==> config.mk <==
export PLATFORM = sky130hd
export DESIGN_NAME = sn74121_oneshot_flat
export DESIGN_NICKNAME = d
export VERILOG_FILES = /design/src/rtl/sn74121_oneshot_pkg.sv /design/src/rtl/sn74121_oneshot_if.sv /design/src/rtl/sn74121_infilt.sv /design/src/rtl/sn74121_oneshot.sv /design/src/flat_wrapper.sv
export SDC_FILE = /design/constraint.sdc
export NUM_CORES = 1
export LEC_CHECK = 0
export BUFFER_PORTS_ARGS = -buffer_cell sky130_fd_sc_hd__buf_2
export CAP_MARGIN = 20
export CORE_UTILIZATION = 50
export DETAILED_ROUTE_END_ITERATION = 8
export PLACE_DENSITY = 0.7
export SLEW_MARGIN = 40
export SYNTH_ARGS = -nofsm -noshare
export SYNTH_HDL_FRONTEND = slang
export SYNTH_SLANG_ARGS = --single-unit
==> constraint.sdc <==
create_clock -name mclk -period 1.8 [get_ports mclk]
set_clock_uncertainty 0.1 [all_clocks]
set_input_delay 0 -clock mclk [delete_from_list [all_inputs] [get_ports mclk]]
set_output_delay 0 -clock mclk [all_outputs]
set_load 0.02 [all_outputs]
==> src/rtl/sn74121_oneshot_pkg.sv <==
// Shared definitions for the SN74121 one-shot emulation: state encoding,
// counter sizing helper and input filter reset levels.
package sn74121_oneshot_pkg;

  typedef enum logic [1:0] {
    ST_STARTUP = 2'd0,
    ST_IDLE    = 2'd1,
    ST_PULSE   = 2'd2,
    ST_RECOVER = 2'd3
  } state_e;

  // Filter outputs come out of reset at the inactive level of each input.
  localparam logic A_N_FILT_RST = 1'b1;
  localparam logic B_FILT_RST   = 1'b0;

  // Counter must hold the largest of the pulse length, the recovery length
  // and the startup hold-off (FILT_CYCLES+1).
  function automatic int unsigned cnt_width(input int unsigned pulse,
                                            input int unsigned recov,
                                            input int unsigned filt);
    int unsigned mx;
    mx = pulse;
    if (recov > mx) mx = recov;
    if (filt + 1 > mx) mx = filt + 1;
    return $clog2(mx + 1);
  endfunction

endpackage

==> src/rtl/sn74121_oneshot_if.sv <==
// Trigger inputs and pulse outputs of one SN74121 emulation.
interface sn74121_oneshot_if;

  logic a1_n;
  logic a2_n;
  logic b;
  logic q;
  logic q_n;

  modport master (
    output a1_n,
    output a2_n,
    output b,
    input  q,
    input  q_n
  );

  modport slave (
    input  a1_n,
    input  a2_n,
    input  b,
    output q,
    output q_n
  );

endinterface

==> src/rtl/sn74121_infilt.sv <==
// Single-bit stability filter: the output follows the input only after the
// input has differed from the output for FILT_CYCLES consecutive samples.
module sn74121_infilt #(
  parameter int unsigned FILT_CYCLES = 2,
  parameter logic        RST_VAL     = 1'b0
) (
  input  logic clk,
  input  logic rst_n,
  input  logic d_i,
  output logic q_o
);

  localparam logic [3:0] FILT_LAST = 4'(FILT_CYCLES);

  logic       out_q, out_d;
  logic [3:0] cnt_q, cnt_d;

  // Count consecutive samples that disagree with the current output.
  always_comb begin
    out_d = out_q;
    cnt_d = '0;
    if (d_i != out_q) begin
      if (cnt_q + 4'd1 == FILT_LAST) begin
        out_d = d_i;
      end else begin
        cnt_d = cnt_q + 4'd1;
      end
    end
  end

  // Filter state register.
  always_ff @(posedge clk or negedge rst_n) begin
    if (!rst_n) begin
      out_q <= RST_VAL;
      cnt_q <= '0;
    end else begin
      out_q <= out_d;
      cnt_q <= cnt_d;
    end
  end

  assign q_o = out_q;

endmodule

==> src/rtl/sn74121_oneshot.sv <==
// SN74121 monostable emulation clocked by mclk: filtered trigger edge in,
// fixed-width registered pulse out on q / q_n.
// Optional SN74121_RETRIG_EN: trigger events during the pulse reload the
// pulse counter (SN74122-style retriggering).
module sn74121_oneshot
  import sn74121_oneshot_pkg::*;
#(
  parameter int unsigned PULSE_CYCLES    = 10,
  parameter int unsigned RECOVERY_CYCLES = 2,
  parameter int unsigned FILT_CYCLES     = 2
) (
  input  logic                mclk,
  input  logic                mrst,
  sn74121_oneshot_if.slave    bus
);

  localparam int unsigned CW = cnt_width(PULSE_CYCLES, RECOVERY_CYCLES, FILT_CYCLES);

  localparam logic [CW-1:0] PULSE_LOAD   = CW'(PULSE_CYCLES - 1);
  localparam logic [CW-1:0] REC_LOAD     = CW'((RECOVERY_CYCLES == 0) ? 0 : RECOVERY_CYCLES - 1);
  localparam logic [CW-1:0] STARTUP_LAST = CW'(FILT_CYCLES);
  localparam logic [CW-1:0] CNT_ONE      = CW'(1);

`ifdef SN74121_RETRIG_EN
  localparam bit RETRIG = 1'b1;
`else
  localparam bit RETRIG = 1'b0;
`endif

  logic          a1_n_f, a2_n_f, b_f;
  logic          trig, trig_evt;
  logic          trig_prev_q;
  state_e        state_q, state_d;
  logic [CW-1:0] cnt_q, cnt_d;
  logic          q_q, q_d;
  logic          qn_q;

  sn74121_infilt #(.FILT_CYCLES(FILT_CYCLES), .RST_VAL(A_N_FILT_RST)) u_filt_a1 (
    .clk   (mclk),
    .rst_n (mrst),
    .d_i   (bus.a1_n),
    .q_o   (a1_n_f)
  );

  sn74121_infilt #(.FILT_CYCLES(FILT_CYCLES), .RST_VAL(A_N_FILT_RST)) u_filt_a2 (
    .clk   (mclk),
    .rst_n (mrst),
    .d_i   (bus.a2_n),
    .q_o   (a2_n_f)
  );

  sn74121_infilt #(.FILT_CYCLES(FILT_CYCLES), .RST_VAL(B_FILT_RST)) u_filt_b (
    .clk   (mclk),
    .rst_n (mrst),
    .d_i   (bus.b),
    .q_o   (b_f)
  );

  // Rising edge of the combined trigger term covers all datasheet cases.
  assign trig     = (!a1_n_f || !a2_n_f) && b_f;
  assign trig_evt = trig && !trig_prev_q;

  // Next-state, counter and pulse output decode.
  always_comb begin
    state_d = state_q;
    cnt_d   = cnt_q;
    q_d     = q_q;
    case (state_q)
      // Hold-off spans the filter latency so inputs already active at
      // reset release settle into trig_prev without producing an event.
      ST_STARTUP: begin
        if (cnt_q == STARTUP_LAST) begin
          cnt_d   = '0;
          state_d = ST_IDLE;
        end else begin
          cnt_d = cnt_q + CNT_ONE;
        end
      end
      ST_IDLE: begin
        if (trig_evt) begin
          cnt_d   = PULSE_LOAD;
          q_d     = 1'b1;
          state_d = ST_PULSE;
        end
      end
      ST_PULSE: begin
        if (RETRIG && trig_evt) begin
          cnt_d = PULSE_LOAD;
        end else if (cnt_q == '0) begin
          q_d = 1'b0;
          if (RECOVERY_CYCLES == 0) begin
            state_d = ST_IDLE;
          end else begin
            cnt_d   = REC_LOAD;
            state_d = ST_RECOVER;
          end
        end else begin
          cnt_d = cnt_q - CNT_ONE;
        end
      end
      ST_RECOVER: begin
        if (cnt_q == '0) begin
          state_d = ST_IDLE;
        end else begin
          cnt_d = cnt_q - CNT_ONE;
        end
      end
      default: begin
        state_d = ST_STARTUP;
        cnt_d   = '0;
        q_d     = 1'b0;
      end
    endcase
  end

  // State, counter, edge history and output registers.
  always_ff @(posedge mclk or negedge mrst) begin
    if (!mrst) begin
      state_q     <= ST_STARTUP;
      cnt_q       <= '0;
      trig_prev_q <= 1'b0;
      q_q         <= 1'b0;
      qn_q        <= 1'b1;
    end else begin
      state_q     <= state_d;
      cnt_q       <= cnt_d;
      trig_prev_q <= trig;
      q_q         <= q_d;
      qn_q        <= ~q_d;
    end
  end

  assign bus.q   = q_q;
  assign bus.q_n = qn_q;

endmodule

==> src/flat_wrapper.sv <==
// flat-port wrapper written by rule: the top's interface ports become plain ports
module sn74121_oneshot_flat import sn74121_oneshot_pkg::*;
#(
  parameter int unsigned PULSE_CYCLES    = 10,
  parameter int unsigned RECOVERY_CYCLES = 2,
  parameter int unsigned FILT_CYCLES     = 2
)
  (mclk, mrst, bus_a1_n, bus_a2_n, bus_b, bus_q, bus_q_n);
  sn74121_oneshot_if bus_i ();
  input  logic mclk;
  input  logic mrst;
  input wire logic [$bits(bus_i.a1_n)-1:0] bus_a1_n;
  input wire logic [$bits(bus_i.a2_n)-1:0] bus_a2_n;
  input wire logic [$bits(bus_i.b)-1:0] bus_b;
  output wire logic [$bits(bus_i.q)-1:0] bus_q;
  output wire logic [$bits(bus_i.q_n)-1:0] bus_q_n;
  assign bus_i.a1_n = bus_a1_n;
  assign bus_i.a2_n = bus_a2_n;
  assign bus_i.b = bus_b;
  assign bus_q = bus_i.q;
  assign bus_q_n = bus_i.q_n;
  sn74121_oneshot #(.PULSE_CYCLES(PULSE_CYCLES), .RECOVERY_CYCLES(RECOVERY_CYCLES), .FILT_CYCLES(FILT_CYCLES)) u_core (.mclk(mclk), .mrst(mrst), .bus(bus_i));
endmodule
; ---- Yosys cells after proc, flatten, opt, wreduce, memory -nomap -nowiden
; Cells that the tools add are included.
[op_classes]
add_sub_neg = 5
n_eq_ne = 15
n_mux = 19
bitwise_logic = 1
reduce_logical = 13
[op_table]
columns = cell, n
row1 = 2-to-1 mux 4 bit, 10
row2 = adder 4 x 1 -> 4 bit (second input constant), 4
row3 = == test 4 x 2 -> 1 bit (second input constant), 4
row4 = case mux 4 bit (4 select lines), 1
row5 = 2-to-1 mux 2 bit, 4
row6 = != test 2 x 1 -> 1 bit (second input constant), 4
row7 = case mux 2 bit (4 select lines), 1
row8 = AND reduction 2 bit, 4
row9 = == test 2 bit (second input constant), 2
row10 = logical NOT 4 bit, 1
row11 = AND reduction 4 bit, 1
row12 = subtractor 4 x 1 -> 4 bit (second input constant), 1
row13 = logical NOT 1 bit, 3
row14 = != test 1 bit, 3
row15 = == test 2 x 1 -> 1 bit (second input constant), 1
row16 = logical AND 1 bit, 2
row17 = logical NOT 2 bit, 1
row18 = 2-to-1 mux 1 bit, 2
row19 = != test 2 bit (second input constant), 1
row20 = case mux 1 bit (2 select lines), 1
row21 = logical OR 1 bit, 1
row22 = NOT 1 bit, 1
[word_totals]
regBits = 24
out_inout_bits = 2
wordCells = 64

; ---- Logic depth before layout (Yosys ltp)
; Gate-level depths: netlist of run 1.
[logic_depth]
depth_word = 7
depth_mapped = 7

; ---- Modules after synthesis
; Synthesis of run 1 repeated with hierarchy kept, for this count alone.
[hier_totals]
hier_cells = 152
area_unflattened_um2 = 1604.0
[by_module_without_submodules]
columns = mod, n_inst, cells_per_inst, area_each_um2, seq_area_each_um2
row1 = sn74121_oneshot, 1, 71, 745.7, 226.5
row2 = sn74121_infilt at u_core.u_filt_a1 ..., 2, 27, 286.5, 126.4
row3 = sn74121_infilt at u_core.u_filt_b, 1, 27, 285.3, 125.1

; ---- Worst setup path after synthesis of run 1
; No wires, ideal clock.
[synth_path]
kind = reg-to-reg
start = register u_core.cnt_q[0]
end = register u_core.state_q[1]
setup_time_ps = 125
t_arrival_ps = 1575
slack_ps = 0
stages_incl_launch_ff = 7
n_path_buf = 0
cell_sequence = dfrtp_1 > inv_1 > ha_1 > or3b_4 > o21ai_2 > nand3_4 > mux2_4
[synth_between]
elab_chain_cells = 3
word_cells_on_any_way = 6
[synth_lines]
columns = item, line_no
row1 = from (decl), sn74121_oneshot.sv:34  ; logic [CW-1:0] cnt_q, cnt_d;
row2 = from (signal assigned), sn74121_oneshot.sv:126  ; cnt_q <= cnt_d;
row3 = == test 4 x 2 -> 1 bit / logical NOT 4 bit (equally long branches), "sn74121_oneshot.sv:72, sn74121_oneshot.sv:89, sn74121_oneshot.sv:102"
row4 = != test 2 x 1 -> 1 bit (no line), --
row5 = AND reduction 4 bit (no line) *, --
row6 = to (signal assigned), sn74121_oneshot.sv:125  ; state_q <= state_d;
row7 = to (decl), sn74121_oneshot.sv:33  ; state_e state_q, state_d;
; Mark *: on every way between the ends. The rest lies on a longest branch, timed or not.
; A chain may end at the register's enable or synchronous reset.

; ---- Worst setup path after layout of run 1
[layout_path]
start = register u_core.cnt_q[1]
end = register u_core.state_q[1]
; The elaborated chain is that of the path after synthesis.

==> flow_summary.yaml, run 1 <==
floorplanning:
  io_pins: 7
  coreArea_sq_um: 2830
  die_area_sq_um: 3290
  fp-row-count: 19
  initial_core_util: 0.542
  die_h_microns: 57.4
  die_w_microns: 57.4
critical_path:
  end_kind: "flip-flop"
  cp.required_ns: 1.93
  cp_max_fo: 4
  r2r_slack_ns: 0.01
  path_cells: "inv_2 > ha_4 > or3b_4 > o21ai_2 > nand3_4 > mux2_4"
  max_stage_delay_ns: 0.46
  slowest_stage: "dfrtp_1"
  start_kind: "flip-flop"
  criticalPathCategory: "reg2reg"
  r2r-start: "u_core.cnt_q[1]"
  critPathLaunch: "u_core.cnt_q[1]"
  cp.arrival_ns: 1.92
synth:
  syn_inst: 146
  ys_seq_elements: 24
  syn_area_sq_um: 1530
  synth_area_leaders: "dfrtp_1 (34%), ha_1 (14%), dfstp_2 (5.1%)"
  yosysWarnings: 0
  yosysMostFrequentCell: "dfrtp_1"
  yosysSeqAreaShare: 0.394
  syn_nets: 168
  ys_top_cells_by_count: "dfrtp_1 (21), ha_1 (17), nor3_1 (13)"
  synthDistinctLibCells: 42
  syn_avg_cell_area_sq_um: 10.5
  synth-edff-count: 0
  yosys.area.top_type: "dfrtp_1"
  synth_top_area_frac: 0.343
  ys.flop_type: "dfrtp_1"
  synthArstFlopShare: 1.00
grt:
  track_usage: 0.201
  grt_pass1_wl_microns: 5130
  grt_pass1_vias: 1157
  antenna_found_initial: 0
  overflow: 0
  grt_max_degree: 25
clock_tree:
  insertion_delay_ns: 0.33
  cts_sinks: 24
  cts_tree: "built"
  htree_levels: 1
  cts-root-buf: "clkbuf_4"
  cts-buffers-inserted: 3
  clockBufferDepth: 2
  clk_pin_slew_ns: 0.14
pwr:
  peakVddDrop_mv: 1.16
  p_int_mw: 1.91
  p_per_area_nw_per_um2: 1790
  swShare: 0.412
  p_leak_nw: 0.846
  p_sw_mw: 1.34
  p_comb_frac: 0.561
  p_clk_frac: 0.125
  p_seq_frac: 0.314
placed_design:
  place.gp.congestion: 0.794
  port_buffers: 6
  place_hpwl_microns: 2120
  place_ws_ns: -0.0123
  dp_cells: 189
job:
  cap_violations: 0
route:
  dr.pass1.iters: 4
  drc: 0
  vias: 1174
  wirelength_microns: 3190
  wire_per_inst_microns: 15.8
  post_drt_via_cell_ratio: 5.81
  drt_iter0_markers: 53
  ant_nets: 0
outcome:
  status: "finished, final reports clean"
finish:
  nFillCells: 227
  syn2layout_area_growth_pct: 18.6
  drive_gt1_frac: 0.251
  fin_nets: 194
  final_core_util: 0.643
  instances_no_fill: 202
  antennaDiodeCount: 0
min_path:
  hp-class: "in2async"
timing:
  period_needed_ns: 1.79
  tightest_slew_ns: 0.556
  slew_viol_final: 0
  max_freq_ghz: 0.559
  layout_setup_ws_ns: 0.0111
  setup_viol: 0
  slew_headroom: 0.630
  rsz0062_at_grt: "true"
  fin_crit_sh: 0.994
  hold_viol: 0
  fin_tns_setup_ns: 0
## through the flow
| stage | power [mW] | hold WS (ns) | area (sq um) |
|---|---|---|---|
| 3_3_place_gp | 2.56 | -0.0904 | 1650 |
| 3_5_place_dp | 2.64 | -0.0800 | 1650 |
| 5_1_grt | 3.50 | 0.119 | 1820 |
| 6_report | 3.25 | 0.0763 | 1820 |
| 2_1_floorplan | 2.21 | -0.396 | 1530 |
| 4_1_cts | 3.08 | 0.0905 | 1750 |
## registers in the layout, summed over array words and instances (netlist names)
register and count:
u_core.bus.q 1, u_core.bus.q_n 1, u_core.cnt_q 4, u_core.state_q 2
u_core.trig_prev_q 1, u_core.u_filt_a1.cnt_q 4, u_core.u_filt_a1.q_o 1, u_core.u_filt_a2.cnt_q 4
u_core.u_filt_a2.q_o 1, u_core.u_filt_b.cnt_q 4, u_core.u_filt_b.q_o 1
## critical path: cells and delay by family, from the launching register on
kind | cells | cell delay, ns
simple gates | 2 | 0.49
flops | 1 | 0.46
mux | 1 | 0.31
fa+ha+maj | 1 | 0.14
buf+inv | 1 | 0.11
compound gates | 1 | 0.09
## cell type report
class,instances,area (sq um),area share
inverters,10,37.5,0.0206
clock buffers,3,22.5,0.0124
clock inverters,1,30.0,0.0165
repair buffers,23,168,0.0922
multi-input cells,110,918,0.505
well taps,31,38.8,0.0213
flip-flops and latches,24,604,0.332
## cell usage in the layout, fill, tap and decap left out, types with 3 or more instances in the layout
cell type and n:
a21boi_1 4, a21oi_1 4, and3b_1 3, buf_2 6, buf_4 13, clkbuf_4 3
dfrtp_1 21, dfstp_2 3, dlygate4sd3_1 4, ha_1 14, inv_1 7, inv_2 3
mux2_1 3, nand2_1 5, nand3_1 7, nor2_1 8, nor3_1 13, o21a_1 4
xnor2_1 7, xor2_1 3
## what timing repair did
item	CTS	global route
hold buffers	4	0
resized for setup	1	9
pin swaps	1	4
hold endpoints to repair	39	0
setup endpoints to repair	1	4
buffers inserted	1	4
## path summary, 6_finish.rpt
path / to / cells after the start
setup / recovery: u_core.state_q[1] / 6
hold / removal: u_core.u_filt_a1.cnt_q[3] / 2
setup reg to reg: u_core.state_q[1] / 6
hold reg to reg: u_core.bus.q_n / 2
max in group asynchronous: u_core.bus.q_n / 2
min in group mclk: u_core.u_filt_a2.q_o / 3
## logic make-up (layout without fill, tap and decap cells)
kind of cell	count (synthesis)	count (layout)	share of synthesized area
buffers and inverters	12	37	0.0343
muxes	5	5	0.0383
AOI/OAI and AO/OA	28	28	0.141
and+or+nand+nor	50	50	0.197
xor gates and xnor gates	10	10	0.0571
DFF	24	24	0.394
adders and majority gates	17	17	0.139
## metal layers
layer	GRT usage	share of wire	vias to the layer above
met5	0	0	-
met4	0.0906	0.020	0
met3	0.0295	0.037	7
met2	0.327	0.50	27
met1	0.264	0.44	576
li1	-	-	564
## power by group through the flow
stage | logic (mW) | clock network, mW | registers, mW
detailed placement | 1.62 | 0 | 1.02
floorplan | 1.22 | 0 | 0.988
finish | 1.83 | 0.406 | 1.02
CTS | 1.66 | 0.412 | 1.01
global placement | 1.56 | 0 | 1.00
global route | 2.02 | 0.431 | 1.05
Power figures use the tool's default switching activity.
==> run 2: changes to the inputs <==
--- a/config.mk
+++ b/config.mk
@@ -5,11 +5,12 @@
 export SDC_FILE = /design/constraint.sdc
 export NUM_CORES = 1
 export LEC_CHECK = 0
-export BUFFER_PORTS_ARGS = -buffer_cell sky130_fd_sc_hd__buf_2
+export BUFFER_PORTS_ARGS = -buffer_cell sky130_fd_sc_hd__buf_4
 export CAP_MARGIN = 20
 export CORE_UTILIZATION = 50
 export DETAILED_ROUTE_END_ITERATION = 8
 export PLACE_DENSITY = 0.7
+export REMOVE_ABC_BUFFERS = 1
 export SLEW_MARGIN = 40
 export SYNTH_ARGS = -nofsm -noshare
 export SYNTH_HDL_FRONTEND = slang
==> flow_summary.yaml, run 2 (synthesis results as in run 1) <==
outcome:
  status: "finished, final reports clean"
finish:
  syn2layout_area_growth_pct: 22.0
  nFillCells: 216
  final_core_util: 0.662
  fin_area_sq_um: 1870
  multi_input_area_sq_um: 936
  drive_gt1_frac: 0.277
  fin_nets: 196
  most-common-layout-cells: "buf_4 (19), dfrtp_1 (19), ha_1 (14)"
  antennaDiodeCount: 0
  seqCellArea_sq_um: 607
placed_design:
  place_hpwl_microns: 2090
  place.gp.congestion: 0.877
  dpl_cell_area_sq_um: 1660
  port_buffers: 6
  place_ws_ns: -0.0125
route:
  post_drt_via_cell_ratio: 5.92
  wirelength_microns: 3190
  drt_iter0_markers: 66
  vias: 1208
  dr.pass1.iters: 6
  wire_per_inst_microns: 15.6
  ant_nets: 0
  drc: 0
critical_path:
  end_kind: "flip-flop"
  critPathLaunch: "u_core.cnt_q[0]"
  start_kind: "flip-flop"
  criticalPathCategory: "reg2reg"
  cp.arrival_ns: 1.91
  cp.required_ns: 1.92
  cp_max_fo: 4
  r2r-start: "u_core.cnt_q[0]"
pwr:
  p_leak_nw: 0.863
  p_seq_frac: 0.312
  finalPower_mw: 3.35
  swShare: 0.412
  p_int_mw: 1.97
  p_comb_frac: 0.568
  p_clk_frac: 0.120
  p_per_area_nw_per_um2: 1790
  p_sw_mw: 1.38
  peakVddDrop_mv: 1.02
timing:
  setup_viol: 0
  period_needed_ns: 1.79
  slew_viol_final: 0
  rsz0062_at_grt: "true"
  slew_headroom: 0.707
  hold_viol: 0
  fin_tns_setup_ns: 0
  fin_crit_sh: 0.995
  tightest_slew_ns: 0.439
  max_freq_ghz: 0.559
  layout_setup_ws_ns: 0.00966
grt:
  track_usage: 0.208
  overflow: 0
  grt_pass1_wl_microns: 5310
  grt_max_degree: 19
  antenna_found_initial: 0
  grt_pass1_vias: 1229
clock_tree:
  cts_sinks: 24
  clockBufferDepth: 2
  cts_tree: "built"
  cts-buffers-inserted: 3
  cts-root-buf: "clkbuf_4"
  insertion_delay_ns: 0.32
  clk_pin_slew_ns: 0.15
  htree_levels: 1
floorplanning:
  coreArea_sq_um: 2830
  die_w_microns: 57.4
  die_area_sq_um: 3290
  die_h_microns: 57.4
  io_pins: 7
  initial_core_util: 0.542
  fp-row-count: 19
min_path:
  hp-class: "in2async"
job:
  cap_violations: 0
==> run 2: cell types whose count changed in the layout (fill, tap and decap cells not counted), sizes merged <==
cell / change
buf: +1
dlygate4sd3: +1
==> run 2: final timing paths <==
check	to	cells past startpoint	slack [ns]
setup / recovery	u_core.state_q[1]	6	0.01
hold / removal	u_core.bus.q_n	2	0.07
setup reg to reg	u_core.state_q[1]	6	0.01
hold reg to reg	u_core.u_filt_b.q_o	1	0.45
max in group asynchronous	u_core.state_q[1]	3	0.91
min in group mclk	u_core.u_filt_b.q_o	3	0.34
==> run 2: stage by stage <==
stage                     cells  hold slack [ns]
after floorplan             144           -0.396
after global placement      189           -0.183
after detailed placement    189           -0.178
after CTS                   202           0.0548
after global routing        204           0.0704
final                       204           0.0654
==> run 2: area by class of cell <==
cell class              instances  area share
clock inverters                 1      0.0160
well taps                      31      0.0207
clock buffers                   3      0.0120
inverters                      10      0.0214
flip-flops and latches         24       0.324
multi-input cells             110       0.500
repair buffers                 25       0.106
==> run 2: critical path: stages (launching register included) <==
cell and delay, ns:
dfrtp_1 0.41, inv_2 0.10, ha_1 0.18, or3b_4 0.41, nand2_2 0.09, nand3_4 0.08, mux2_4 0.31
==> run 2: power by group through the flow <==
stage          clock, mW  combinational, mW  sequential, mW
3_3_place_gp           0               1.57           0.992
6_report           0.403               1.90            1.04
2_1_floorplan          0               1.19           0.995
4_1_cts            0.412               1.75            1.00
3_5_place_dp           0               1.64            1.01
5_1_grt            0.427               2.09            1.08
==> run 2: layer usage <==
layer  GRT usage  part of all wire  vias up
met5           0                 0        -
met2       0.355              0.51       27
met3      0.0272             0.025        4
met1       0.273              0.46      601
met4      0.0662            0.0075        0
li1            -                 -      576
==> run 2: repair_timing <==
item | 4_1_cts | 5_1_grt
pin swaps | 0 | 5
setup buffers | 3 | 2
hold buffers | 6 | 0
gates resized for setup | 5 | 11
gates cloned | 0 | 0
hold endpoints to repair | 39 | 0
setup endpoints to repair | 2 | 3
==> run 3: changes to the inputs <==
--- a/config.mk
+++ b/config.mk
@@ -9,7 +9,7 @@
 export CAP_MARGIN = 20
 export CORE_UTILIZATION = 50
 export DETAILED_ROUTE_END_ITERATION = 8
-export PLACE_DENSITY = 0.7
+export PLACE_DENSITY_LB_ADDON = 0.15
 export REMOVE_ABC_BUFFERS = 1
 export SLEW_MARGIN = 40
 export SYNTH_ARGS = -nofsm -noshare
==> flow_summary.yaml, run 3 (synthesis results as in run 1) <==
clock_tree:
  insertion_delay_ns: 0.31
  cts_sinks: 24
  cts-buffers-inserted: 3
  htree_levels: 1
  clockBufferDepth: 2
  cts-root-buf: "clkbuf_4"
  clk_pin_slew_ns: 0.13
  cts_tree: "built"
route:
  vias: 1128
  ant_nets: 0
  wire_per_inst_microns: 13.6
  dr.pass1.iters: 4
  drt_iter0_markers: 33
  post_drt_via_cell_ratio: 5.56
  drc: 0
  wirelength_microns: 2750
critical_path:
  slowest_stage: "dfrtp_1"
  criticalPathCategory: "reg2reg"
  path_delay_family: "simple AND/OR/NAND/NOR gates"
  end_kind: "flip-flop"
  reg2reg_to: "u_core.state_q[1]"
  cp_num_buf_inv: 1
  path_cells: "inv_2 > ha_4 > or3b_4 > o21ai_4 > nand3_4 > mux2_4"
  critPathLaunch: "u_core.cnt_q[0]"
  start_kind: "flip-flop"
  r2r_slack_ns: 0.02
  cp.arrival_ns: 1.89
  cp_max_fo: 4
  max_stage_delay_ns: 0.42
  cp.required_ns: 1.91
  r2r-start: "u_core.cnt_q[0]"
  worstRegToRegCells: 6
timing:
  setup_viol: 0
  tightest_slew_ns: 0.379
  period_needed_ns: 1.78
  fin_tns_setup_ns: 0
  rsz0062_at_grt: "true"
  slew_viol_final: 0
  slew_headroom: 0.746
  fin_crit_sh: 0.990
  max_freq_ghz: 0.561
  hold_viol: 0
  whs_ns: 0.0111
pwr:
  p_clk_frac: 0.077
  p_seq_frac: 0.328
  p_per_area_nw_per_um2: 1710
  p_leak_nw: 0.840
  p_int_mw: 1.84
  p_sw_mw: 1.30
  finalPower_mw: 3.14
  swShare: 0.413
  p_comb_frac: 0.595
  peakVddDrop_mv: 1.11
grt:
  grt_pass1_vias: 1103
  antenna_found_initial: 0
  track_usage: 0.185
  grt_max_degree: 25
  overflow: 0
  grt_pass1_wl_microns: 4690
outcome:
  status: "finished, final reports clean"
floorplanning:
  initial_core_util: 0.542
  die_area_sq_um: 3290
  die_w_microns: 57.4
  die_h_microns: 57.4
  io_pins: 7
  fp-row-count: 19
  coreArea_sq_um: 2830
finish:
  drive_gt1_frac: 0.267
  fin_nets: 195
  most-common-layout-cells: "buf_4 (20), dfrtp_1 (19), nor3_1 (13), ha_1 (13), nor2_1 (8)"
  antennaDiodeCount: 0
  syn2layout_area_growth_pct: 19.8
  final_common_cell: "buf_4"
placed_design:
  place_hpwl_microns: 1930
  place.gp.congestion: 0.843
  port_buffers: 6
job:
  cap_violations: 0
min_path:
  hp-class: "in2async"
run 3: worst max-delay path by stage:
| stage | endpoint | cells after the start | slack (ns) |
|---|---|---|---|
| after floorplan | u_core.state_q[1] | 6 | -0.0001 |
| after global placement | u_core.state_q[1] | 6 | 0.05 |
| after detailed placement | u_core.cnt_q[3] | 5 | -0.05 |
| after global routing | u_core.state_q[1] | 6 | -0.03 |
| after CTS | u_core.state_q[1] | 6 | 0.006 |
| final | u_core.state_q[1] | 6 | 0.02 |
run 3: final cells by class:
class	instances	area, sq um
fillers	242	991
multi-input cells	110	936
flip-flops and latches	24	607
repair buffers	24	190
inverters	10	40.0
well taps	31	38.8
clock buffers	4	26.3
run 3: power groups by stage:
| stage | registers, mW | clock network (mW) | logic [mW] |
|---|---|---|---|
| after floorplan | 0.995 | 0 | 1.19 |
| after global placement | 1.00 | 0 | 1.56 |
| after detailed placement | 1.01 | 0 | 1.61 |
| after CTS | 1.00 | 0.256 | 1.69 |
| after global routing | 1.07 | 0.274 | 2.08 |
| final | 1.03 | 0.242 | 1.87 |
run 3: worst register-to-register path, delay by kind of cell (launching register included):
family | cells | cell delay, ns
buffers and inverters | 1 | 0.12
multiplexers | 1 | 0.31
AO/OA/AOI/OAI | 1 | 0.09
adder cells (fa/ha/maj) | 1 | 0.15
AND/OR/NAND/NOR | 2 | 0.50
flip-flops | 1 | 0.42
run 3: what timing repair did:
item / 4_1_cts / 5_1_grt
hold buffers: 4 / 0
resized for setup: 5 / 11
pin swaps: 1 / 4
hold endpoints to repair: 39 / 0
setup endpoints to repair: 2 / 2
setup buffers: 2 / 4
gates cloned: 0 / 0
run 3: through the flow:
step	worst slack [ns]	cells	util	area, sq um
2_1_floorplan	-0.000110	144	-	1520
3_3_place_gp	0.0451	189	0.588	1660
3_5_place_dp	-0.0494	189	0.588	1660
4_1_cts	0.00649	199	0.621	1760
5_1_grt	-0.0314	203	0.650	1840
6_report	0.0184	203	0.650	1840
run 3: layer usage:
layer,GRT usage,routed length (microns),vias to the layer above
li1,-,-,569
met1,0.249,1370,545
met2,0.299,1290,9
met3,0.0272,53,5
met4,0.0732,40,0
met5,0,0,-
